<file path="config.mk">
export PLATFORM = sky130hd
export DESIGN_NAME = alu_cmd_sequencer
export DESIGN_NICKNAME = d
export VERILOG_FILES = /design/src/rtl/alu_cmd_sequencer.sv
export SDC_FILE = /design/constraint.sdc
export NUM_CORES = 1
export LEC_CHECK = 0
export BUFFER_PORTS_ARGS = -buffer_cell sky130_fd_sc_hd__buf_2
export CAP_MARGIN = 20
export CORE_UTILIZATION = 30
export CTS_CLUSTER_DIAMETER = 100
export DETAILED_ROUTE_END_ITERATION = 12
export PLACE_DENSITY = 0.51
export RECOVER_POWER = 100
export SLEW_MARGIN = 20
export SYNTH_ARGS = -nofsm -noshare
export SYNTH_HDL_FRONTEND = slang
export SYNTH_SLANG_ARGS = --single-unit
export TNS_END_PERCENT = 100
</file>
<file path="constraint.sdc">
create_clock -name CLK -period 3.4 [get_ports CLK]
set_clock_uncertainty 0.15 [all_clocks]
set_input_delay 0.34 -clock CLK [delete_from_list [all_inputs] [get_ports CLK]]
set_output_delay 0.34 -clock CLK [all_outputs]
set_load 0.01 [all_outputs]
</file>
<file path="src/rtl/alu_cmd_sequencer.sv">
// alu_cmd_sequencer
//   Byte-level command front end for the ALU. Collects a 6-byte frame
//   (SOF, A lo, A hi, B lo, B hi, FUN) from the UART RX path, loads the
//   operands and function code into the ALU, issues a one-cycle ALU_EN,
//   captures the 16-bit result and returns it to the UART TX path as two
//   bytes, low byte first.
//
// Ports
//   CLK, RST               clock (rising edge), async active-high reset
//   RX_P_DATA, RX_D_VLD    received byte and its one-cycle valid
//   ALU_A, ALU_B, ALU_FUN  registered operands / function code
//   ALU_EN                 one-cycle ALU enable
//   ALU_OUT, ALU_OUT_VLD   ALU result and its one-cycle valid
//   TX_P_DATA, TX_D_VLD    byte to transmit and its one-cycle valid
//   TX_BUSY                UART TX busy
//   CMD_ERR                one-cycle pulse when a frame is aborted
//
// State       | meaning
// ------------+--------------------------------------------------------
// IDLE        | hunting for CMD_SOF, other bytes are ignored
// GET_A_LO    | waiting for operand A bits [7:0]
// GET_A_HI    | waiting for operand A bits [15:8]
// GET_B_LO    | waiting for operand B bits [7:0]
// GET_B_HI    | waiting for operand B bits [15:8]
// GET_FUN     | waiting for the function byte, upper nibble must be 0
// EXEC        | ALU_EN high for this single cycle
// WAIT_RES    | waiting for ALU_OUT_VLD, bounded by the result timer
// TX_LO       | low result byte goes out as soon as TX_BUSY is low
// TX_LO_GRD   | one cycle in which TX_BUSY is not looked at
// TX_HI       | high result byte goes out as soon as TX_BUSY is low
// TX_HI_GRD   | one cycle in which TX_BUSY is not looked at, then IDLE

module alu_cmd_sequencer #(
  parameter logic [7:0] CMD_SOF      = 8'hCC,
  parameter int         BYTE_TIMEOUT = 1023,
  parameter int         ALU_WAIT_MAX = 15
) (
  input  logic        CLK,
  input  logic        RST,
  input  logic [7:0]  RX_P_DATA,
  input  logic        RX_D_VLD,
  output logic [15:0] ALU_A,
  output logic [15:0] ALU_B,
  output logic [3:0]  ALU_FUN,
  output logic        ALU_EN,
  input  logic [15:0] ALU_OUT,
  input  logic        ALU_OUT_VLD,
  output logic [7:0]  TX_P_DATA,
  output logic        TX_D_VLD,
  input  logic        TX_BUSY,
  output logic        CMD_ERR
);

  typedef enum logic [3:0] {
    IDLE      = 4'd0,
    GET_A_LO  = 4'd1,
    GET_A_HI  = 4'd2,
    GET_B_LO  = 4'd3,
    GET_B_HI  = 4'd4,
    GET_FUN   = 4'd5,
    EXEC      = 4'd6,
    WAIT_RES  = 4'd7,
    TX_LO     = 4'd8,
    TX_LO_GRD = 4'd9,
    TX_HI     = 4'd10,
    TX_HI_GRD = 4'd11
  } state_t;

  // Byte timer counts idle cycles in the GET states; the timeout fires in
  // the cycle where BYTE_TIMEOUT idle cycles have already elapsed.
  localparam logic [9:0] BYTE_TC = 10'(BYTE_TIMEOUT);
  // Result timer counts cycles since ALU_EN (EXEC loads 1). The error is
  // raised in cycle ALU_EN+ALU_WAIT_MAX-1, so CMD_ERR is high exactly
  // ALU_WAIT_MAX cycles after ALU_EN.
  localparam logic [3:0] RES_TC  = 4'(ALU_WAIT_MAX - 1);

  state_t      state_q, state_d;
  logic [9:0]  byte_cnt_q, byte_cnt_d;
  logic [3:0]  res_cnt_q, res_cnt_d;
  logic [15:0] a_sh_q, a_sh_d;
  logic [15:0] b_sh_q, b_sh_d;
  logic [15:0] alu_a_q, alu_a_d;
  logic [15:0] alu_b_q, alu_b_d;
  logic [3:0]  alu_fun_q, alu_fun_d;
  logic [15:0] res_q, res_d;
  logic        cmd_err_q, cmd_err_d;

  logic in_get;
  logic byte_to;
  logic res_to;
  logic fun_rx;
  logic fun_bad;
  logic fun_ok;

  assign in_get  = (state_q == GET_A_LO) || (state_q == GET_A_HI) ||
                   (state_q == GET_B_LO) || (state_q == GET_B_HI) ||
                   (state_q == GET_FUN);
  // A byte arriving in the terminal-count cycle wins over the timeout.
  assign byte_to = in_get && !RX_D_VLD && (byte_cnt_q == BYTE_TC);
  assign res_to  = (state_q == WAIT_RES) && !ALU_OUT_VLD && (res_cnt_q == RES_TC);
  assign fun_rx  = (state_q == GET_FUN) && RX_D_VLD;
  assign fun_bad = fun_rx && (RX_P_DATA[7:4] != 4'h0);
  assign fun_ok  = fun_rx && (RX_P_DATA[7:4] == 4'h0);

  // ---------------------------------------------------------------------
  // State register
  // ---------------------------------------------------------------------
  always_ff @(posedge CLK or posedge RST) begin
    if (RST) begin
      state_q <= IDLE;
    end else begin
      state_q <= state_d;
    end
  end

  // ---------------------------------------------------------------------
  // Next-state logic
  // ---------------------------------------------------------------------
  always_comb begin
    state_d = state_q;
    unique case (state_q)
      IDLE: begin
        if (RX_D_VLD && (RX_P_DATA == CMD_SOF)) state_d = GET_A_LO;
      end
      GET_A_LO: begin
        if (RX_D_VLD)     state_d = GET_A_HI;
        else if (byte_to) state_d = IDLE;
      end
      GET_A_HI: begin
        if (RX_D_VLD)     state_d = GET_B_LO;
        else if (byte_to) state_d = IDLE;
      end
      GET_B_LO: begin
        if (RX_D_VLD)     state_d = GET_B_HI;
        else if (byte_to) state_d = IDLE;
      end
      GET_B_HI: begin
        if (RX_D_VLD)     state_d = GET_FUN;
        else if (byte_to) state_d = IDLE;
      end
      GET_FUN: begin
        if (fun_ok)       state_d = EXEC;
        else if (fun_bad) state_d = IDLE;
        else if (byte_to) state_d = IDLE;
      end
      EXEC: begin
        state_d = WAIT_RES;
      end
      WAIT_RES: begin
        if (ALU_OUT_VLD)  state_d = TX_LO;
        else if (res_to)  state_d = IDLE;
      end
      TX_LO: begin
        if (!TX_BUSY)     state_d = TX_LO_GRD;
      end
      TX_LO_GRD: begin
        state_d = TX_HI;
      end
      TX_HI: begin
        if (!TX_BUSY)     state_d = TX_HI_GRD;
      end
      TX_HI_GRD: begin
        state_d = IDLE;
      end
      default: begin
        state_d = IDLE;
      end
    endcase
  end

  // ---------------------------------------------------------------------
  // Output logic
  // ALU_EN and TX_D_VLD decode the state register directly so that an
  // asynchronous reset removes them immediately.
  // ---------------------------------------------------------------------
  always_comb begin
    ALU_EN    = 1'b0;
    TX_D_VLD  = 1'b0;
    TX_P_DATA = 8'h00;
    unique case (state_q)
      EXEC: begin
        ALU_EN = 1'b1;
      end
      TX_LO: begin
        TX_P_DATA = res_q[7:0];
        TX_D_VLD  = !TX_BUSY;
      end
      TX_HI: begin
        TX_P_DATA = res_q[15:8];
        TX_D_VLD  = !TX_BUSY;
      end
      default: begin
      end
    endcase
  end

  assign ALU_A   = alu_a_q;
  assign ALU_B   = alu_b_q;
  assign ALU_FUN = alu_fun_q;
  assign CMD_ERR = cmd_err_q;

  // ---------------------------------------------------------------------
  // Datapath: shadow registers, ALU load, result capture, timers
  // ---------------------------------------------------------------------
  always_comb begin
    a_sh_d    = a_sh_q;
    b_sh_d    = b_sh_q;
    alu_a_d   = alu_a_q;
    alu_b_d   = alu_b_q;
    alu_fun_d = alu_fun_q;
    res_d     = res_q;

    if (RX_D_VLD) begin
      unique case (state_q)
        GET_A_LO: a_sh_d = {a_sh_q[15:8], RX_P_DATA};
        GET_A_HI: a_sh_d = {RX_P_DATA, a_sh_q[7:0]};
        GET_B_LO: b_sh_d = {b_sh_q[15:8], RX_P_DATA};
        GET_B_HI: b_sh_d = {RX_P_DATA, b_sh_q[7:0]};
        default: begin
        end
      endcase
    end

    // Operands and function code move together so the ALU never sees a
    // half-updated command.
    if (fun_ok) begin
      alu_a_d   = a_sh_q;
      alu_b_d   = b_sh_q;
      alu_fun_d = RX_P_DATA[3:0];
    end

    if ((state_q == WAIT_RES) && ALU_OUT_VLD) begin
      res_d = ALU_OUT;
    end

    if (in_get && !RX_D_VLD && !byte_to) begin
      byte_cnt_d = byte_cnt_q + 10'd1;
    end else begin
      byte_cnt_d = 10'd0;
    end

    if (state_q == EXEC) begin
      res_cnt_d = 4'd1;
    end else if ((state_q == WAIT_RES) && !ALU_OUT_VLD && !res_to) begin
      res_cnt_d = res_cnt_q + 4'd1;
    end else begin
      res_cnt_d = 4'd0;
    end

    cmd_err_d = byte_to || res_to || fun_bad;
  end

  always_ff @(posedge CLK or posedge RST) begin
    if (RST) begin
      a_sh_q     <= 16'h0000;
      b_sh_q     <= 16'h0000;
      alu_a_q    <= 16'h0000;
      alu_b_q    <= 16'h0000;
      alu_fun_q  <= 4'h0;
      res_q      <= 16'h0000;
      byte_cnt_q <= 10'd0;
      res_cnt_q  <= 4'd0;
      cmd_err_q  <= 1'b0;
    end else begin
      a_sh_q     <= a_sh_d;
      b_sh_q     <= b_sh_d;
      alu_a_q    <= alu_a_d;
      alu_b_q    <= alu_b_d;
      alu_fun_q  <= alu_fun_d;
      res_q      <= res_d;
      byte_cnt_q <= byte_cnt_d;
      res_cnt_q  <= res_cnt_d;
      cmd_err_q  <= cmd_err_d;
    end
  end

endmodule

</file>
; After elaboration in Yosys (flattened, before gate mapping)
; Cells that the tools add are included.
[totals]
ff_bits = 103
latch_bits = 0
mem_bits_rw = 0
rom_bits = 0
input_bits = 29
out_inout_bits = 47
elab_cells = 87
mem_count = 0
[classes]
addsub = 2
mul = 0
n_div = 0
n_lt_le_gt_ge = 0
n_eq_ne = 17
shift = 0
muxes = 21
n_bitwise = 4
reduce_logical = 31
[op_table]
columns = cell, n
row1 = $pmux W16 S2, 2
row2 = $mux W4, 14
row3 = $pmux W4 S11, 1
row4 = $eq A4 B3 Y1 const B, 4
row5 = $eq A4 B4 Y1 const B, 4
row6 = $pmux W8 S2, 1
row7 = $reduce_and A3 Y1, 4
row8 = $logic_and A1 B1 Y1, 11
row9 = $add A10 B1 Y10 const B, 1
row10 = $eq A10 B10 Y1 const B, 1
row11 = $mux W10, 1
row12 = $eq A4 B2 Y1 const B, 2
row13 = $eq A8 B8 Y1 const B, 1
row14 = $logic_not A4 Y1, 2
row15 = $logic_or A1 B1 Y1, 6
row16 = $ne A2 B2 Y1 const B, 3
row17 = $logic_not A1 Y1, 5
row18 = $add A4 B1 Y4 const B, 1
row19 = $eq A4 B1 Y1 const B, 1
row20 = $not A1 Y1, 4
row21 = $reduce_and A4 Y1, 1
row22 = $reduce_bool A4 Y1, 1
row23 = $ne A3 B3 Y1 const B, 1
row24 = $mux W1, 2
row25 = $reduce_or A2 Y1, 1

; Depth between registers and ports, before layout
; Gate-level depths: netlist of run 1.
[logic_depth]
depth_word = 11
depth_mapped = 7
ltp_nobuf = 6

; Worst setup path after synthesis of run 1
; OpenSTA, ideal clock, no wires.
[synth_timing]
path_kind = input port to flip-flop
from = in RX_P_DATA[6]
to = reg alu_a_q[10], in the netlist ALU_A[10]
arrival_time_ps = 1846
t_required_ps = 3125
path_slack_ps = 1279
cell_stages = 4
path_buffers = 1
path_cell_list = or4_4 > nor4_4 > buf_6 > mux2_2
[synth_between]
elab_chain_cells = 2
[synth_rtl]
columns = item, line_no
row1 = "start, declared", 40  ; input logic [7:0] RX_P_DATA,
row2 = $logic_not A4 Y1, 103  ; assign fun_ok = fun_rx && (RX_P_DATA[7:4] == 4'h0);
row3 = $logic_and A1 B1 Y1, 103
row4 = "end signal, assigned", 267  ; alu_a_q <= alu_a_d;
row5 = "end, declared", 82  ; logic [15:0] alu_a_q, alu_a_d;
; Every way passes these cells.
; A chain may end at the register's enable or synchronous reset.

; Worst setup path after layout of run 1
[layout_timing]
from = reg state_q[1]
to = reg b_sh_q[6]
[layout_between]
elab_chain_cells = 3
word_cells_on_any_way = 4
classes_between = 2 x eq/ne / 1 x bitwise / 1 x reduce/logical
[layout_rtl]
columns = item, line_no
row1 = "start, declared", 77  ; state_t state_q, state_d;
row2 = "start signal, assigned", 112  ; state_q <= state_d;
row3 = $eq A4 B3 Y1, 214  ; unique case (state_q)
row4 = $not A1 Y1 (no source line), --
row5 = $reduce_and A3 Y1 (no source line) (*), --
row6 = "end signal, assigned", 266  ; b_sh_q <= b_sh_d;
row7 = "end, declared", 81  ; logic [15:0] b_sh_q, b_sh_d;
; Mark *: on every way between the ends. The rest lies on a longest branch, timed or not.

==> results of run 1 <==
==> critical path, cell delays in order, from the launching register on <==
cell and delay, ns:
dfrtp_1 0.63, clkbuf_1 0.59, nor2b_1 0.28, and3_1 0.41
mux2_2 0.38
==> layer usage <==
| metal | vias up | global-route usage (%) |
|---|---|---|
| li1 | 1338 | - |
| met1 | 1408 | 17.4 |
| met5 | - | 0 |
| met2 | 78 | 20.8 |
| met3 | 11 | 3.72 |
| met4 | 0 | 3.51 |
==> state kept, by name (all words and copies together) (netlist names) <==
register    count
CMD_ERR         1
res_cnt_q       4
ALU_B          16
state_q         4
byte_cnt_q     10
a_sh_q         16
b_sh_q         16
ALU_FUN         4
ALU_A          16
res_q          16
==> area by class of cell <==
cell class / count / area, sq um
multi-input cells: 215 / 1680
fillers: 1394 / 8880
well taps: 180 / 225
clock inverters: 5 / 63.8
repair buffers: 78 / 344
inverters: 7 / 28.8
flip-flops and latches: 103 / 2580
clock buffers: 11 / 243
==> cells in the mapped netlist (2+ instances only) <==
cell type	instances
nand2_1	28
nor2_1	28
ha_1	3
nand2b_1	3
buf_2	2
clkbuf_1	8
mux2_1	2
o31ai_1	2
mux2_2	74
nor3_1	5
a22oi_1	2
and4_1	2
inv_1	7
xor2_1	6
nand4_1	3
o21ai_0	10
nor2b_1	4
xnor2_1	6
buf_6	3
o21a_1	2
or4_1	2
dfrtp_1	103
nand3_1	7
buf_1	2
mux2i_1	8
and3_1	3
a211oi_1	2
==> report_power, final <==
group          internal [mW]  switching, mW
clock network          0.601          0.457
logic                  0.447          0.416
registers               1.58          0.241
==> per-stage QoR <==
step / util [%] / worst slack, ns / hold WS (ns) / power, mW
2_1_floorplan: - / 0.206 / 0.294 / 2.49
3_3_place_gp: 35.1 / 0.959 / 0.308 / 2.73
3_5_place_dp: 35.1 / 0.983 / 0.320 / 2.75
4_1_cts: 37.3 / 0.978 / 0.0689 / 3.83
5_1_grt: 36.7 / 0.634 / 0.0747 / 4.01
6_report: 36.7 / 0.838 / 0.0371 / 3.75
==> kinds of logic after synthesis <==
family / count (synthesis)
flops: 103
simple gates: 91
mux: 84
compound gates: 25
buf+inv: 22
xor+xnor: 12
fa+ha+maj: 3
==> how the worst min path moves through the flow <==
| stage | to | slack [ns] |
|---|---|---|
| floorplan | a_sh_q[0] | 0.29 |
| global placement | a_sh_q[0] | 0.31 |
| detailed placement | a_sh_q[3] | 0.32 |
| CTS | res_q[6] | 0.07 |
| global route | res_q[15] | 0.07 |
| finish | res_q[15] | 0.04 |
==> results_dict.tcl, run 1 <==
set metrics [dict create \
    status "completed" \
    synth-adder-area-share_pct 0.858 \
    setup_tns_ns 0 \
    critPathArrivalTime_ns 2.64 \
    wl_mm 8.97 \
    cts.sinks 103 \
    hpwl_mm 6.14 \
    areaGrowthSynthToFinish_pct 17.9 \
    synth_cell_type_count 40 \
    fin_crit_sh_pct 75.4 \
    vias_per_cell 4.73 \
    die_y_microns 123 \
    r2r_cells 4 \
    cts_setup_buffers 0 \
    wl_per_cell_microns 15.0 \
    drv_cap 0 \
    synth_edf_count 0 \
    grtUsageTotal_pct 13.1 \
    antenna_cells 0 \
    cp_max_fo 13 \
    postLayoutCellArea_sq_um 5160 \
    stdcell_count 599 \
    numCtsBuffers 9 \
    worst-setup-path-type "reg2reg" \
    synth_fp_nets 372 \
    p_leak_nw 2.37 \
    portBuffers 75 \
    synthArstFlopShare_pct 100 \
    cp.required_ns 3.47 \
    nets 446 \
    worst_hold_path_type "in2async" \
    yosysWarnings 0 \
    clockBufferDepth 2 \
    powerDensity_nw_per_um2 726 \
    post-synth-top-area-fraction_pct 58.9 \
    yosys.area_share.simple_pct 10.2 \
    insertion_delay_ns 0.34 \
    finalHoldViolCount 0 \
    min_period_ns 2.56 \
    muxShareOfSynthArea_pct 21.4 \
    cp-end-kind "flop" \
    clk_pin_slew_worst_paths_ns 0.07 \
    slew_headroom_pct 36.0 \
    cts_hold_buf 0 \
    antenna_found_initial 0 \
    htree_num_levels 3 \
    dp_cells 583 \
    grt-ovfl-total 0 \
    top_layer_used "met4" \
    synth_top_family_by_area "multiplexers" \
    drc 0 \
    firstDrtPassIters 4 \
    die_w_microns 123 \
    die_area_sq_um 15100 \
    detail-route-antenna-nets 0 \
    dpl_cell_area_sq_um 4930 \
    synthFlopType "dfrtp_1" \
    max_freq_ghz 0.390 \
    startpoint_type "flop" \
    start_util_pct 31.2 \
    globalplace.congestion 0.775 \
    syn_inst 340 \
    cts_resized 0 \
    r2r-end "b_sh_q[6]" \
    cts_tree "done" \
    yosysTopAreaCell "dfrtp_1" \
    rsz0062_at_grt "false" \
    fp.coreArea_sq_um 14000 \
    slew_viol_final 0 \
    syn_area_sq_um 4380 \
    grt_max_degree 70 \
    ir_drop_v 0.000262 \
    grt_pass1_wl_mm 15.0 \
    crit_start "state_q[1]" \
    ff2ff_setup_slack_ns 0.84 \
    first_global_vias 2888 \
    routedLengthMet1_mm 4.14 \
    num_io_pins 76 \
    row_count 43 \
    dr_total_vias 2835 \
    route.met2.wl_mm 4.18 \
    synthTopCellsByArea "dfrtp_1, mux2_2, nand2_1" \
    layout-drive-gt1-share_pct 28.6 \
    worst_pin_slew_ns 0.961 \
    root_buffer "clkbuf_16" \
    dr_wl_met3_microns 558 \
    final_common_cell "dfrtp_1" \
    seq_area_frac_synth_pct 58.9 \
    synth_compound_area_share_pct 3.83 \
    syn_avg_cell_area_sq_um 12.9 \
    ys_ff_latch 103 \
    synth-xor-area-share_pct 2.40 \
    r2r-start "state_q[1]" \
    mostFrequentLayoutCells "dfrtp_1, mux2_2, clkbuf_1" \
    setup_viol 0 \
    drt_iter0_drc 265 \
    crit_end "b_sh_q[6]" \
]
Note: power is estimated with default switching activity, not from simulation.
==> run 2: changes to the inputs <==
==> constraint.sdc (replaced) <==
create_clock -name CLK -period 2.17 [get_ports CLK]
set_clock_uncertainty 0.15 [all_clocks]
set_input_delay 0.217 -clock CLK [delete_from_list [all_inputs] [get_ports CLK]]
set_output_delay 0.217 -clock CLK [all_outputs]
set_load 0.01 [all_outputs]
==> run 2 against run 1 <==
Combinational power rose by 74%. Die area did not move. Cell count rose by 5.2%. Core utilization rose by 2.2 points. Design area rose by 5.9%. Register-to-register slack got worse by 0.67 ns. Worst setup slack got worse by 0.75 ns. First-iteration DRC count fell by 58%. Non-clock buffer count rose by 31. Clock power rose by 58%. Flip-flop and latch count did not move. Sequential share of layout area fell by 2.8 points. Highest routed layer unchanged.
==> results_dict.tcl, run 2 (synthesis gave the netlist of run 1 again) <==
set metrics [dict create \
    cp_top_family "simple AND/OR/NAND/NOR gates" \
    postLayoutCellArea_sq_um 5470 \
    path_buf_inv 2 \
    firstDrtPassIters 4 \
    p_leak_nw 2.54 \
    mostFrequentLayoutCells "dfrtp_1, mux2_2, clkbuf_1" \
    start_util_pct 31.2 \
    fin_crit_sh_pct 95.7 \
    fin_util_pct 38.9 \
    die_y_microns 123 \
    finalHoldViolCount 0 \
    cp_max_fo 9 \
    drv_cap 0 \
    cts_tree "done" \
    cts.sinks 103 \
    status "completed" \
    critPathArrivalTime_ns 1.71 \
    fp.coreArea_sq_um 14000 \
    ir_drop_v 0.000538 \
    drt_iter0_drc 112 \
    cp.required_ns 1.80 \
    p_total_mw 5.99 \
    portBuffers 75 \
    htree_num_levels 3 \
    dpl_cell_area_sq_um 5060 \
    vias_per_cell 4.64 \
    row_count 43 \
    crit_top_cell "nor2_1" \
    worst_pin_slew_ns 1.17 \
    clk_pin_slew_worst_paths_ns 0.07 \
    numCtsBuffers 9 \
    grt_max_degree 48 \
    setup_tns_ns 0 \
    die_area_sq_um 15100 \
    die_w_microns 123 \
    num_io_pins 76 \
    areaGrowthSynthToFinish_pct 24.9 \
    grt-ovfl-total 0 \
    grt_pass1_wl_mm 15.3 \
    cts_setup_buffers 0 \
    hold_depth 3 \
    crit_chain "buf_4 -> nor2_1 -> nand2_2 -> nor2_1 -> clkbuf_2" \
    root_buffer "clkbuf_16" \
    max_freq_ghz 0.481 \
    cp_slowest_stage_delay_ns 0.46 \
    final_common_cell "dfrtp_1" \
    dp_cells 597 \
    stdcell_count 630 \
    min_from "TX_BUSY" \
    r2r_cells 4 \
    r2r-start "state_q[3]" \
    ff2ff_setup_slack_ns 0.17 \
    dr_total_vias 2925 \
    first_global_vias 3038 \
    slew_headroom_pct 21.9 \
    cp-end-kind "primary output" \
    setup_viol 0 \
    antenna_found_initial 0 \
    r2r-end "ALU_B[4]" \
    hold_end "state_q[3]" \
    nets 477 \
    rsz0062_at_grt "false" \
    min_period_ns 2.08 \
    wl_mm 9.15 \
    startpoint_type "flop" \
    worst-setup-path-type "reg2out" \
    slew_viol_final 0 \
    antenna_cells 0 \
    insertion_delay_ns 0.34 \
    detail-route-antenna-nets 0 \
    pre_cts_ws_ns 0.125 \
    clockBufferDepth 2 \
    slowest_stage "dfrtp_1" \
    globalplace.congestion 0.795 \
    layout-drive-gt1-share_pct 32.0 \
    timing.hold.ws_ns 0.0314 \
    hpwl_mm 6.32 \
    grtUsageTotal_pct 13.3 \
    worst_hold_path_type "in2reg" \
    powerDensity_nw_per_um2 1100 \
    drc 0 \
    wl_per_cell_microns 14.5 \
    final.setup.worst_slack_ns 0.0923 \
]
==> run 2: cell types whose count changed in the layout (fill, tap and decap cells not counted), sizes merged <==
cell	change
clkinvlp	+1
clkinv	+1
inv	-2
dlygate4sd3	+17
buf	+12
clkbuf	+2
==> run 2: final cells by class <==
| cell class | count | area, sq um |
|---|---|---|
| Multi-Input combinational cell | 215 | 1690 |
| Clock inverter | 5 | 63.8 |
| Tap cell | 180 | 225 |
| Timing Repair Buffer | 109 | 633 |
| Sequential cell | 103 | 2580 |
| Fill cell | 1377 | 8580 |
| Clock buffer | 11 | 253 |
| Inverter | 7 | 27.5 |
==> run 2: how the worst max path moves through the flow <==
stage,cells past startpoint,start,slack (ns),endpoint
6_report,5,state_q[0],0.09,TX_P_DATA[4]
5_1_grt,5,state_q[0],0.007,TX_P_DATA[4]
2_1_floorplan,5,state_q[2],0.07,ALU_A[10]
3_5_place_dp,5,RX_P_DATA[6],0.13,ALU_A[8]
4_1_cts,5,state_q[0],0.07,TX_P_DATA[6]
3_3_place_gp,5,RX_P_DATA[6],0.16,ALU_A[13]
==> run 2: where the power goes <==
group | switching [mW] | internal [mW] | total (mW) | leakage [nW]
combinational | 0.725 | 0.779 | 1.50 | 1.02
clock | 0.705 | 0.970 | 1.67 | 0.158
sequential | 0.333 | 2.48 | 2.81 | 1.35
==> run 2: what timing repair did <==
item	in CTS	in global routing
hold buffers	17	0
hold endpoints to repair	39	0
setup endpoints to repair	3	0
resized for setup	1	0
==> run 2: worst reg2reg max path: cells and delay by family (launching register included) <==
family	cells	cell delay, ns
buf+inv	1	0.32
mux	1	0.36
flops	1	0.45
simple gates	2	0.60
==> run 2: metal layers <==
layer	routed length, microns	GRT usage [%]
met5	0	0
met4	89	3.35
met3	509	4.18
met2	4480	22.4
met1	4070	16.6
==> run 3: changes to the inputs <==
--- a/config.mk
+++ b/config.mk
@@ -10,7 +10,7 @@
 export CORE_UTILIZATION = 30
 export CTS_CLUSTER_DIAMETER = 100
 export DETAILED_ROUTE_END_ITERATION = 12
-export PLACE_DENSITY = 0.51
+export PLACE_DENSITY_LB_ADDON = 0.12
 export RECOVER_POWER = 100
 export SLEW_MARGIN = 20
 export SYNTH_ARGS = -nofsm -noshare
==> run 3 against run 2 <==
Die area is the same. Critical path depth is the same. Power shrank 0.57%. Global-route usage shrank 0.059 points. Routed wire length grew 0.73%. Design area shrank 0.60%. Non-clock buffer count is the same. Hold slack lost 0.0078 ns. Via count shrank 0.51%. Count of clock-buffer cells in the layout is the same.
==> results_dict.tcl, run 3 (synthesis gave the netlist of run 1 again) <==
set metrics [dict create \
    seq_area_sq_um 2580 \
    finalHoldViolCount 0 \
    clockBufferDepth 2 \
    setup_viol 0 \
    cts.sinks 103 \
    insertion_delay_ns 0.34 \
    layout-drive-gt1-share_pct 30.9 \
    hold_end "a_sh_q[3]" \
    portBuffers 75 \
    p_leak_nw 2.51 \
    r2r-start "state_q[2]" \
    path_buf_inv 2 \
    antenna_found_initial 0 \
    crit_top_cell "nor2_1" \
    p_clk_share_pct 27.6 \
    drc 0 \
    nets 477 \
    p_switching_mw 1.76 \
    wl_per_cell_microns 14.6 \
    final_common_cell "dfrtp_1" \
    crit_chain "buf_4 -> nor2_1 -> nand2_2 -> nor2_1 -> clkbuf_1" \
    grt_pass1_wl_mm 14.8 \
    setup_tns_ns 0 \
    mostFrequentLayoutCells "dfrtp_1, mux2_2, clkbuf_1" \
    max_freq_ghz 0.505 \
    detail-route-antenna-nets 0 \
    first_global_vias 2841 \
    root_buffer "clkbuf_16" \
    fin_crit_sh_pct 91.3 \
    cp_max_fo 13 \
    grtUsageTotal_pct 13.3 \
    drt_iter0_drc 155 \
    die_area_sq_um 15100 \
    postLayoutCellArea_sq_um 5430 \
    status "completed" \
    globalplace.congestion 0.771 \
    swShare_pct 29.5 \
    die_y_microns 123 \
    antenna_cells 0 \
    internal-power_mw 4.20 \
    vias_per_cell 4.62 \
    combPwrFrac_pct 25.8 \
    startpoint_type "flop" \
    powerDensity_nw_per_um2 1100 \
    cp_slowest_stage_delay_ns 0.38 \
    worst-setup-path-type "reg2out" \
    ir_drop_v 0.000492 \
    drv_cap 0 \
    r2r_cells 4 \
    min_period_ns 1.98 \
    numCtsBuffers 9 \
    cts_tree "done" \
    cp_top_family "simple AND/OR/NAND/NOR gates" \
    firstDrtPassIters 4 \
    wl_mm 9.22 \
    critPathArrivalTime_ns 1.61 \
    slew_viol_final 0 \
    slew_headroom_pct 12.4 \
    fp.coreArea_sq_um 14000 \
    dr_total_vias 2910 \
    p_total_mw 5.96 \
    multi_input_area_sq_um 1690 \
    worst_pin_slew_ns 1.31 \
    num_io_pins 76 \
    cp.required_ns 1.80 \
    row_count 43 \
    clk_pin_slew_worst_paths_ns 0.07 \
    ff2ff_setup_slack_ns 0.21 \
    slowest_stage "dfrtp_1" \
    die_w_microns 123 \
    htree_num_levels 3 \
    worst_hold_path_type "in2reg" \
    timing.hold.ws_ns 0.0235 \
    areaGrowthSynthToFinish_pct 24.1 \
    dpl_cell_area_sq_um 5040 \
    min_from "RX_P_DATA[3]" \
    cp-end-kind "primary output" \
    hpwl_mm 6.24 \
    grt-ovfl-total 0 \
    fill_cells 1392 \
    r2r-end "state_q[0]" \
    rsz0062_at_grt "false" \
    grt_max_degree 104 \
    hold_depth 3 \
    start_util_pct 31.2 \
    power_frac_seq_pct 46.6 \
    cts_setup_buffers 0 \
]
[run 3: how the worst max path moves through the flow]
stage / startpoint / end / slack [ns] / depth (start not counted)
2_1_floorplan: state_q[2] / ALU_A[10] / 0.07 / 5
3_3_place_gp: RX_P_DATA[6] / ALU_FUN[2] / 0.15 / 5
3_5_place_dp: RX_P_DATA[6] / ALU_A[9] / 0.12 / 5
4_1_cts: state_q[0] / TX_P_DATA[7] / 0.07 / 5
5_1_grt: RST / byte_cnt_q[8] / 0.01 / 4
6_report: state_q[0] / TX_P_DATA[2] / 0.19 / 5
[run 3: power groups by stage]
stage                     logic, mW  registers, mW  clock network (mW)
after floorplan                1.14           2.76                   0
after global placement         1.57           2.80                   0
after detailed placement       1.60           2.82                   0
after CTS                      1.63           2.79                1.72
after global routing           1.73           2.86                1.80
final                          1.54           2.78                1.64
[run 3: worst min-delay path: stages]
cell     delay (ns)
buf_2          0.14
nand2_1        0.06
o21ai_0        0.06
[run 3: per-layer routing]
layer / part of all wire, % / GRT usage, % / vias up / wire length, microns
met2: 48 / 21.9 / 63 / 4450
met4: 1.1 / 3.89 / 0 / 102
met3: 4.8 / 4.74 / 6 / 440
met1: 46 / 16.2 / 1447 / 4220
met5: 0 / 0 / - / 0
li1: - / - / 1394 / -
[run 3: per-stage QoR]
| stage | setup slack [ns] | util [%] | std cells |
|---|---|---|---|
| 2_1_floorplan | 0.0734 | - | 340 |
| 3_3_place_gp | 0.147 | 35.9 | 596 |
| 3_5_place_dp | 0.124 | 35.9 | 596 |
| 4_1_cts | 0.0651 | 39.4 | 630 |
| 5_1_grt | 0.0105 | 38.7 | 630 |
| 6_report | 0.189 | 38.7 | 630 |
[run 3: layout make-up]
| class | instances | share of cell area (%) |
|---|---|---|
| flip-flops and latches | 103 | 47.4 |
| multi-input cells | 215 | 31.0 |
| repair buffers | 109 | 11.2 |
| clock buffers | 11 | 4.47 |
| well taps | 180 | 4.15 |
| clock inverters | 5 | 1.17 |
| inverters | 7 | 0.553 |
[run 3: what timing repair did]
action | 4_1_cts | 5_1_grt
hold buffers | 18 | 0
setup endpoints to repair | 0 | 9
resized for setup | 0 | 1
endpoints found under the hold margin | 120 | 0
